`config.mk`:
```
export PLATFORM = sky130hd
export DESIGN_NAME = alarm_mode_ctrl
export DESIGN_NICKNAME = d
export VERILOG_FILES = /design/src/rtl/alarm_mode_ctrl_pkg.sv /design/src/rtl/alarm_mode_ctrl_pulso_flanco.sv /design/src/rtl/alarm_mode_ctrl.sv
export SDC_FILE = /design/constraint.sdc
export NUM_CORES = 1
export LEC_CHECK = 0
export CORE_MARGIN = 5
export CORE_UTILIZATION = 49
export CTS_CLUSTER_SIZE = 30
export DETAILED_ROUTE_END_ITERATION = 12
export GPL_ROUTABILITY_DRIVEN = 1
export GPL_TIMING_DRIVEN = 0
export PLACE_DENSITY_LB_ADDON = 0.15
export SETUP_SLACK_MARGIN = 0.2
export SYNTH_ARGS = -nofsm -noshare
export SYNTH_HDL_FRONTEND = slang
export SYNTH_SLANG_ARGS = --single-unit
```
`constraint.sdc`:
```
create_clock -name clk -period 2.8 [get_ports clk]
set_clock_uncertainty 0.2 [all_clocks]
set_input_delay 0.56 -clock clk [delete_from_list [all_inputs] [get_ports clk]]
set_output_delay 0.56 -clock clk [all_outputs]
set_load 0.01 [all_outputs]
```
`src/rtl/alarm_mode_ctrl_pkg.sv`:
```
// Shared state encoding, counter width and timing defaults for the alarm mode sequencer.
package alarm_mode_ctrl_pkg;

    typedef enum logic [2:0] {
        ST_NORMAL     = 3'd0,
        ST_SET_RELOJ  = 3'd1,
        ST_SET_ALARMA = 3'd2,
        ST_SONANDO    = 3'd3,
        ST_POSPUESTO  = 3'd4
    } state_t;

    localparam int CNT_W          = 10;
    localparam int DEF_IDLE_SEG   = 10;
    localparam int DEF_RING_SEG   = 60;
    localparam int DEF_SNOOZE_SEG = 540;

    // Second counter holds at all-ones instead of wrapping.
    function automatic logic [CNT_W-1:0] sat_inc(input logic [CNT_W-1:0] v);
        return (v == '1) ? v : v + 1'b1;
    endfunction

endpackage

```
`src/rtl/alarm_mode_ctrl_pulso_flanco.sv`:
```
// Rising-edge detector: pulso is high while d is high and was low on the previous clk.
// History resets to 1 so a level held through reset never reads as an edge.
module pulso_flanco (
    input  logic clk,
    input  logic rst,
    input  logic d,
    output logic pulso
);

    logic prev_q;

    always_ff @(posedge clk) begin
        if (rst) prev_q <= 1'b1;
        else     prev_q <= d;
    end

    assign pulso = d & ~prev_q;

endmodule

```
`src/rtl/alarm_mode_ctrl.sv`:
```
// Mode/alarm sequencer: button edges become steered increment pulses, plus ring/snooze/off control.
// One clk from an input edge to its registered effect; no backpressure, every pulse is one clk wide.
module alarm_mode_ctrl
    import alarm_mode_ctrl_pkg::*;
#(
    parameter int IDLE_SEG   = DEF_IDLE_SEG,
    parameter int RING_SEG   = DEF_RING_SEG,
    parameter int SNOOZE_SEG = DEF_SNOOZE_SEG
) (
    input  logic       clk,
    input  logic       rst,
    input  logic       tick_seg,
    input  logic       btn_modo,
    input  logic       btn_hor,
    input  logic       btn_min,
    input  logic       btn_off,
    input  logic       match,
    output logic       inc_hor_reloj,
    output logic       inc_min_reloj,
    output logic       inc_hor_alam,
    output logic       inc_min_alam,
    output logic       sel_alarma,
    output logic       blink,
    output logic       sonido,
    output logic       armed,
    output logic [2:0] estado
);

    localparam logic [CNT_W-1:0] IDLE_LIM   = CNT_W'(IDLE_SEG);
    localparam logic [CNT_W-1:0] RING_LIM   = CNT_W'(RING_SEG);
    localparam logic [CNT_W-1:0] SNOOZE_LIM = CNT_W'(SNOOZE_SEG);

    logic p_modo, p_hor, p_min, p_off, m_rise;

    pulso_flanco u_modo  (.clk(clk), .rst(rst), .d(btn_modo), .pulso(p_modo));
    pulso_flanco u_hor   (.clk(clk), .rst(rst), .d(btn_hor),  .pulso(p_hor));
    pulso_flanco u_min   (.clk(clk), .rst(rst), .d(btn_min),  .pulso(p_min));
    pulso_flanco u_off   (.clk(clk), .rst(rst), .d(btn_off),  .pulso(p_off));
    pulso_flanco u_match (.clk(clk), .rst(rst), .d(match),    .pulso(m_rise));

    state_t           state_q, state_d;
    logic [CNT_W-1:0] cnt_q, cnt_d, cnt_inc;
    logic             phase_q, phase_d;
    logic             armed_q, armed_d;
    logic             clr;
    logic             ihr_d, imr_d, iha_d, ima_d;

    always_comb begin
        state_d = state_q;
        armed_d = armed_q;
        cnt_inc = tick_seg ? sat_inc(cnt_q) : cnt_q;
        phase_d = phase_q ^ tick_seg;
        clr     = 1'b0;
        ihr_d   = 1'b0;
        imr_d   = 1'b0;
        iha_d   = 1'b0;
        ima_d   = 1'b0;
        case (state_q)
            ST_NORMAL: begin
                if (p_off) armed_d = ~armed_q;
                if (p_modo)                         state_d = ST_SET_RELOJ;
                else if (armed_q && m_rise && !p_off) state_d = ST_SONANDO;
            end
            ST_SET_RELOJ, ST_SET_ALARMA: begin
                clr = p_modo | p_hor | p_min;
                if (state_q == ST_SET_RELOJ) begin
                    ihr_d = p_hor;
                    imr_d = p_min;
                end else begin
                    iha_d = p_hor;
                    ima_d = p_min;
                end
                if (p_modo) begin
                    if (state_q == ST_SET_RELOJ) state_d = ST_SET_ALARMA;
                    else                         state_d = ST_NORMAL;
                end else if (!clr && cnt_inc >= IDLE_LIM) begin
                    state_d = ST_NORMAL;
                end
            end
            ST_SONANDO: begin
                if (p_off)                    state_d = ST_NORMAL;
                else if (p_hor || p_min)      state_d = ST_POSPUESTO;
                else if (cnt_inc >= RING_LIM) state_d = ST_NORMAL;
            end
            ST_POSPUESTO: begin
                if (p_off)                      state_d = ST_NORMAL;
                else if (cnt_inc >= SNOOZE_LIM) state_d = ST_SONANDO;
            end
            default: state_d = ST_NORMAL;
        endcase
        // Any state change restarts the second count; a press in the same clk as a tick wins too.
        if (state_d != state_q) begin
            cnt_d = '0;
            if (state_d == ST_SONANDO) phase_d = 1'b1;
        end else begin
            cnt_d = clr ? '0 : cnt_inc;
        end
    end

    always_ff @(posedge clk) begin
        if (rst) begin
            state_q       <= ST_NORMAL;
            cnt_q         <= '0;
            phase_q       <= 1'b0;
            armed_q       <= 1'b0;
            inc_hor_reloj <= 1'b0;
            inc_min_reloj <= 1'b0;
            inc_hor_alam  <= 1'b0;
            inc_min_alam  <= 1'b0;
            sel_alarma    <= 1'b0;
            blink         <= 1'b0;
            sonido        <= 1'b0;
        end else begin
            state_q       <= state_d;
            cnt_q         <= cnt_d;
            phase_q       <= phase_d;
            armed_q       <= armed_d;
            inc_hor_reloj <= ihr_d;
            inc_min_reloj <= imr_d;
            inc_hor_alam  <= iha_d;
            inc_min_alam  <= ima_d;
            sel_alarma    <= (state_d == ST_SET_ALARMA);
            blink         <= ((state_d == ST_SET_RELOJ) || (state_d == ST_SET_ALARMA)) && phase_d;
            sonido        <= (state_d == ST_SONANDO) && phase_d;
        end
    end

    assign armed  = armed_q;
    assign estado = state_q;

endmodule

```
==> qor.txt, run 1 <==
Status -> finished, final reports clean
Clock Latency Late Sink -> 0.34 ns
Site Rows -> 20
Largest register by flop count -> cnt_q
Fillers -> 206
Critical path's slowest cell -> a311o_1
PortBufs -> 18
Max-cap violation count -> 0
CTS Hold Bufs -> 0
Largest net degree at the start of global routing -> 15
Fin nets -> 238
Dominant cell type by count on the critical path -> and3_4
Tcrit/Tclk final -> 96.2%
Setup WS post-layout -> 0.106 ns
FF-to-FF path depth -> 10
Primary FF master, synth -> dfxtp_1
Vias in the first global route -> 1587
CTS tree -> built
Critical path peak fanout -> 6
DR pass1 iterations -> 4
Slew headroom -> 67.0%
CP Capture Type -> flip-flop
Fmax -> 0.371 GHz
Simple-gate share of the synthesized area -> 36.9%
DP Worst Slack -> -0.771 ns
Starting Density -> 51.3%
Post-synthesis cell area -> 1580 sq um
RD Place Congestion -> 0.934
Hold wc startpoint -> armed$_SDFFE_PP0P_
CP peak stage delay -> 0.38 ns
Worst reg2reg path endpoint -> cnt_q[8]$_SDFF_PP0_
WS Path Type -> reg2reg
Clock Path Buffers -> 2
XOR/XNOR share of the synthesized area -> 3.96%
Hold Crit Depth -> 2
Most frequent cells in the layout -> 23 x buf_4, 18 x dfxtp_1, 17 x clkdlybuf4s50_1
Residual DRC -> 0
Final Hold Slack -> 0.380 ns
Cell count after synthesis -> 177
CP cell instances -> buf_6 -> and3_4 -> and3_4 -> o31ai_4 -> and3_4 -> a32oi_2 -> a311o_1 -> nor3_4 -> buf_6 -> nor4b_2
Initial antenna violation count -> 0
Die width -> 66.8 um
R2r startpoint -> cnt_q[7]$_SDFF_PP0_
Post-DP HPWL -> 2720 um
Sink Count -> 27
DR iter-0 viols -> 172
Max-slew violations -> 0
First-pass GRT wire length -> 7410 um
Yosys warnings -> 0
EDFF count, synth -> 0
Endpoint, Worst Hold -> armed$_SDFFE_PP0P_
Global route overflow -> 0
Netlist cell types -> 55
Peak supply drop -> 270 uV
Synthesized area per cell -> 8.93 sq um
Endpoints failing setup -> 0
Root Buffer -> clkbuf_4
Setup TNS -> 0 ns
Core area -> 3080 sq um
Reg2reg setup slack -> 0.11 ns
Least-Margin Pin Slew -> 0.492 ns
P_leak -> 0.850 nW
Die ar. -> 4460 sq um
GR Util All Layers -> 21.7%
DR vias -> 1665
Synth Area in Compound Gates -> 18.9%
RSZ-0062 raised after global routing -> true
Sequential fraction of the synthesis area -> 34.2%
Die height -> 66.8 um
Detail Route Antenna Nets -> 0
Most common cell after layout, fill and taps aside -> buf_4
Final WL -> 4830 um
PwrDens -> 322 nW/um^2
Min-delay worst type -> reg2reg
Share of layout cells above drive strength 1 -> 41.7%
CP Launch Type -> flip-flop
Register bit total from synthesis -> 27
Clock Pin Slew Worst Setup and Hold Paths -> 0.14 ns
Routed WL per cell -> 17.8 um
Worst Path Required -> 2.86 ns
Adder-cell area share of the yosys netlist -> 0.792%
Synth-to-Final Area Change -> 46.1%
Htree depth -> 1
Final hold violations -> 0
Crit path DAT -> 2.76 ns
Post-synthesis mux area share -> 1.27%
I/O pins -> 19
Via-per-instance ratio -> 6.12
Ant. Diodes -> 0
Largest family of logic cells by synthesized area -> simple AND/OR/NAND/NOR gates
Synth async-reset ratio -> 0%
CTS Buf Count -> 3
Finished Core Util -> 75.0%
Post-route minimum period -> 2.69 ns
Max reg flops -> 10
Synthesized Nets -> 186
## worst max-delay path, delay by kind of cell (launching register included)
family,cells,cell delay [ns]
flip-flops,1,0.34
AO/OA/AOI/OAI,3,0.81
AND/OR/NAND/NOR,5,0.99
buffers and inverters,2,0.26
## per-layer routing
| metal | GRT usage, % | wire, um | vias to the layer above |
|---|---|---|---|
| met5 | 0 | 0 | - |
| met4 | 10.2 | 195 | 0 |
| met3 | 5.06 | 368 | 21 |
| met2 | 33.7 | 2290 | 91 |
| met1 | 28.1 | 1970 | 785 |
| li1 | - | - | 768 |
## kinds of logic after synthesis
logic type | count (synthesis)
compound gates | 36
fa+ha+maj | 1
xor+xnor | 5
simple gates | 97
buf+inv | 9
mux | 2
flops | 27
## worst max path at each step
stage                        start             endpoint  depth (start not counted)
6_report       cnt_q[7]$_SDFF_PP0_  cnt_q[8]$_SDFF_PP0_                         10
5_1_grt        cnt_q[6]$_SDFF_PP0_  cnt_q[2]$_SDFF_PP0_                          9
4_1_cts        cnt_q[2]$_SDFF_PP0_  cnt_q[2]$_SDFF_PP0_                          9
3_5_place_dp              tick_seg  cnt_q[3]$_SDFF_PP0_                         10
3_3_place_gp              tick_seg  cnt_q[8]$_SDFF_PP0_                         10
2_1_floorplan             tick_seg  cnt_q[8]$_SDFF_PP0_                          9
## synthesized netlist by cell type, types with 2 or more instances
cell       n  area share (%)
nand2b_1   7             2.8
a41o_1     2             1.3
or2_2      7             2.8
xnor2_1    2             1.1
nand3b_1   4             1.9
nand3_1    6             1.9
buf_2      2            0.63
nand4_1    2            0.79
mux2i_1    2             1.3
nor2b_1    4             1.6
nor3_1     4             1.3
o21ai_0    5             1.6
o22ai_1    3             1.2
nor4_1     2            0.79
a21o_1     2            0.95
and4_1     3             1.7
a31oi_1    2            0.79
o32a_1     2             1.3
or3_1      2            0.79
xor2_1     2             1.1
and2_1     3             1.2
buf_6      3             2.1
clkbuf_1   2            0.48
nand2_1   13             3.1
a211oi_1   3             1.4
a21oi_1    3            0.95
nor2_1    17             4.0
nor3b_1    8             3.8
and3_1     8             3.2
dfxtp_1   27              34
## through the flow
| step | std cells | area, sq um | power, mW |
|---|---|---|---|
| 6_report | 272 | 2310 | 0.744 |
| 5_1_grt | 272 | 2310 | 0.781 |
| 4_1_cts | 262 | 2140 | 0.724 |
| 3_5_place_dp | 239 | 1830 | 0.527 |
| 3_3_place_gp | 239 | 1830 | 0.524 |
| 2_1_floorplan | 177 | 1590 | 0.488 |
## power by group
group	leakage [nW]	internal [mW]	switching [mW]	total [mW]
registers	0.225	0.397	0.0121	0.409
clock network	0.0150	0.0561	0.116	0.172
logic	0.610	0.0867	0.0756	0.162
total	0.850	0.540	0.204	0.744
## timing repair
action,in CTS,in global routing
pin swaps,10,7
setup buffers,19,10
gates cloned,0,0
setup endpoints to repair,14,12
resized for setup,36,24
## final cells by class
cell class                 instances  area [sq um]  share of cell area [%]
multi-input combinational        141          1180                    51.1
sequential                        27           557                    24.1
timing repair buffer              47           424                    18.4
buffer                             8          62.6                    2.71
tap                               44          55.1                    2.38
clock buffer                       4          26.3                    1.14
inverter                           1          3.75                   0.163
No activity file was read; power rests on OpenSTA's default activity.
==> run 2: changes to the inputs <==
Clock period 2.8 ns to 2.3 ns, I/O delays scaled along.
==> qor.txt, run 2 (synthesized netlist as in run 1, its figures left out) <==
Status -> finished, violations left
Failing checks -> setup timing
Peak supply drop -> 290 uV (+7.4%)
Critical path peak fanout -> 10 (+4)
Crit path DAT -> 2.78 ns (+0.02 ns)
Highest metal used -> met4
Sink Count -> 27 (unchanged)
DR vias -> 1677 (+0.72%)
Setup TNS -> -4.87 ns (-4.87 ns)
Routed WL per cell -> 18.6 um (+4.6%)
Largest net degree at the start of global routing -> 15 (unchanged)
CTS Buf Count -> 3 (unchanged)
Final cell count without fillers -> 272 (unchanged)
Post-route minimum period -> 2.73 ns
WL met2 -> 2530 um (+11%)
CP Capture Type -> flip-flop
R2r startpoint -> cnt_q[0]$_SDFF_PP0_
Initial antenna violation count -> 0 (unchanged)
Fin nets -> 238 (unchanged)
CTS tree -> built
DP Worst Slack -> -1.09 ns (-0.318 ns)
WP buf/inv -> 3 (+1)
Fmax -> 0.367 GHz
Met3 wire length -> 273 um (-26%)
Setup WS post-layout -> -0.426 ns (-0.532 ns)
Endpoint, Worst Hold -> inc_hor_reloj$_SDFF_PP0_
Die ar. -> 4460 sq um (unchanged)
Clock Latency Late Sink -> 0.33 ns (about the same)
Htree depth -> 1 (unchanged)
Global route overflow -> 0 (unchanged)
Synth-to-Final Area Change -> 52.7%
DR pass1 iterations -> 5 (+1)
GR Util All Layers -> 20.3% (-1.4 points)
PortBufs -> 18 (unchanged)
Core area -> 3080 sq um (unchanged)
Detail Route Antenna Nets -> 0 (unchanged)
Via-per-instance ratio -> 6.17 (+0.72%)
Endpoints failing setup -> 14 (+14)
Residual DRC -> 0 (unchanged)
DR iter-0 viols -> 149 (-13%)
Vias in the first global route -> 1563 (-1.5%)
CP cell instances -> clkdlybuf4s15_1 -> buf_6 -> nand4_1 -> mux2i_1 -> o22ai_4 -> and2_4 -> a32oi_4 -> a311o_1 -> nor3_4 -> buf_12 -> nor3b_2
Worst Path Required -> 2.36 ns (-0.50 ns)
Critical path's top delay family -> compound AO/OA/AOI/OAI gates
Critical path's slowest cell -> a311o_1
Least-Margin Pin Slew -> 0.658 ns (+0.166 ns)
Clock Pin Slew Worst Setup and Hold Paths -> 0.15 ns (about the same)
Max-cap violation count -> 0 (unchanged)
WS Path Type -> in2reg
First-pass GRT wire length -> 7080 um (-4.5%)
Worst reg2reg path endpoint -> cnt_q[4]$_SDFF_PP0_
Clock Path Buffers -> 2 (unchanged)
PwrDens -> 381 nW/um^2 (+18%)
CTS Hold Bufs -> 0 (unchanged)
Reg2reg setup slack -> -0.43 ns (-0.53 ns)
Largest register by flop count -> cnt_q
Final Hold Slack -> 0.337 ns (-0.0429 ns)
Slew headroom -> 56.1% (-11 points)
RSZ-0062 raised after global routing -> true
Die width -> 66.8 um (unchanged)
Tcrit/Tclk final -> 119%
FF-to-FF path depth -> 10 (unchanged)
Final WL -> 5050 um (+4.6%)
Die height -> 66.8 um (unchanged)
I/O pins -> 19 (unchanged)
Post-DP HPWL -> 2790 um (+2.5%)
Min-delay worst type -> reg2reg
Max reg flops -> 10 (unchanged)
Metal-1 WL -> 2130 um (+8.0%)
P_leak -> 0.883 nW (+3.9%)
Finished Core Util -> 78.4% (+3.4 points)
Max-slew violations -> 0 (unchanged)
Starting Density -> 51.3% (unchanged)
Final hold violations -> 0 (unchanged)
Share of layout cells above drive strength 1 -> 45.2% (+3.5 points)
Ant. Diodes -> 0 (unchanged)
Most frequent cells in the layout -> 25 x buf_4, 18 x dfxtp_1, 17 x clkdlybuf4s50_1
CP Launch Type -> input port
Site Rows -> 20 (unchanged)
Hold wc startpoint -> u_hor.prev_q$_SDFF_PP1_
RD Place Congestion -> 0.927 (-0.71%)
Most common cell after layout, fill and taps aside -> buf_4
Hold Crit Depth -> 2 (unchanged)
CP peak stage delay -> 0.38 ns (about the same)
Root Buffer -> clkbuf_4
Dpl cells -> 239 (unchanged)
-- run 2: cell types whose count changed in the layout (fill, tap and decap cells not counted), sizes merged --
cell and delta:
clkdlybuf4s15 +1, xnor2 +1, buf -2
-- run 2: worst min-delay path: cells and delay by family, from the launching register on --
family,cells,cell delay [ns]
and+or+nand+nor,2,0.17
DFF,1,0.35
-- run 2: worst max-delay path by stage --
stage / startpoint / to / slack, ns / cells after the start
2_1_floorplan: cnt_q[1]$_SDFF_PP0_ / cnt_q[8]$_SDFF_PP0_ / -0.14 / 8
4_1_cts: cnt_q[7]$_SDFF_PP0_ / cnt_q[8]$_SDFF_PP0_ / -0.32 / 10
3_5_place_dp: tick_seg / cnt_q[8]$_SDFF_PP0_ / -1.09 / 10
5_1_grt: cnt_q[0]$_SDFF_PP0_ / cnt_q[8]$_SDFF_PP0_ / -0.52 / 10
6_report: tick_seg / cnt_q[4]$_SDFF_PP0_ / -0.43 / 11
3_3_place_gp: tick_seg / cnt_q[8]$_SDFF_PP0_ / -1.04 / 10
-- run 2: through the flow --
stage,power [mW],cell area (sq um)
global placement,0.647,1920
finish,0.920,2410
floorplan,0.602,1680
detailed placement,0.649,1920
global route,0.962,2410
CTS,0.891,2180
-- run 2: report_power, final --
| part | internal, mW | leakage, nW | switching (mW) | total, mW |
|---|---|---|---|---|
| sequential | 0.483 | 0.225 | 0.0157 | 0.499 |
| clock | 0.0680 | 0.0150 | 0.144 | 0.212 |
| combinational | 0.105 | 0.643 | 0.104 | 0.209 |
-- run 2: final cells by class --
cell class / instances / area [sq um]
plain buffers: 8 / 65.1
inverters: 1 / 3.75
well taps: 44 / 55.1
clock buffers: 4 / 26.3
repair buffers: 46 / 423
multi-input cells: 142 / 1280
flip-flops and latches: 27 / 559
fillers: 190 / 664
-- run 2: what timing repair did --
| action | CTS | global route |
|---|---|---|
| endpoints found under the setup margin | 17 | 18 |
| hold endpoints to repair | 0 | 0 |
| gates cloned | 1 | 0 |
| buffers inserted | 13 | 15 |
| pin swaps | 4 | 6 |
| resized for setup | 30 | 23 |
-- run 2: layer usage --
layer,vias up,track usage [%]
met5,-,0
met3,16,3.20
met2,77,34.0
met4,0,6.60
met1,815,26.3
li1,769,-
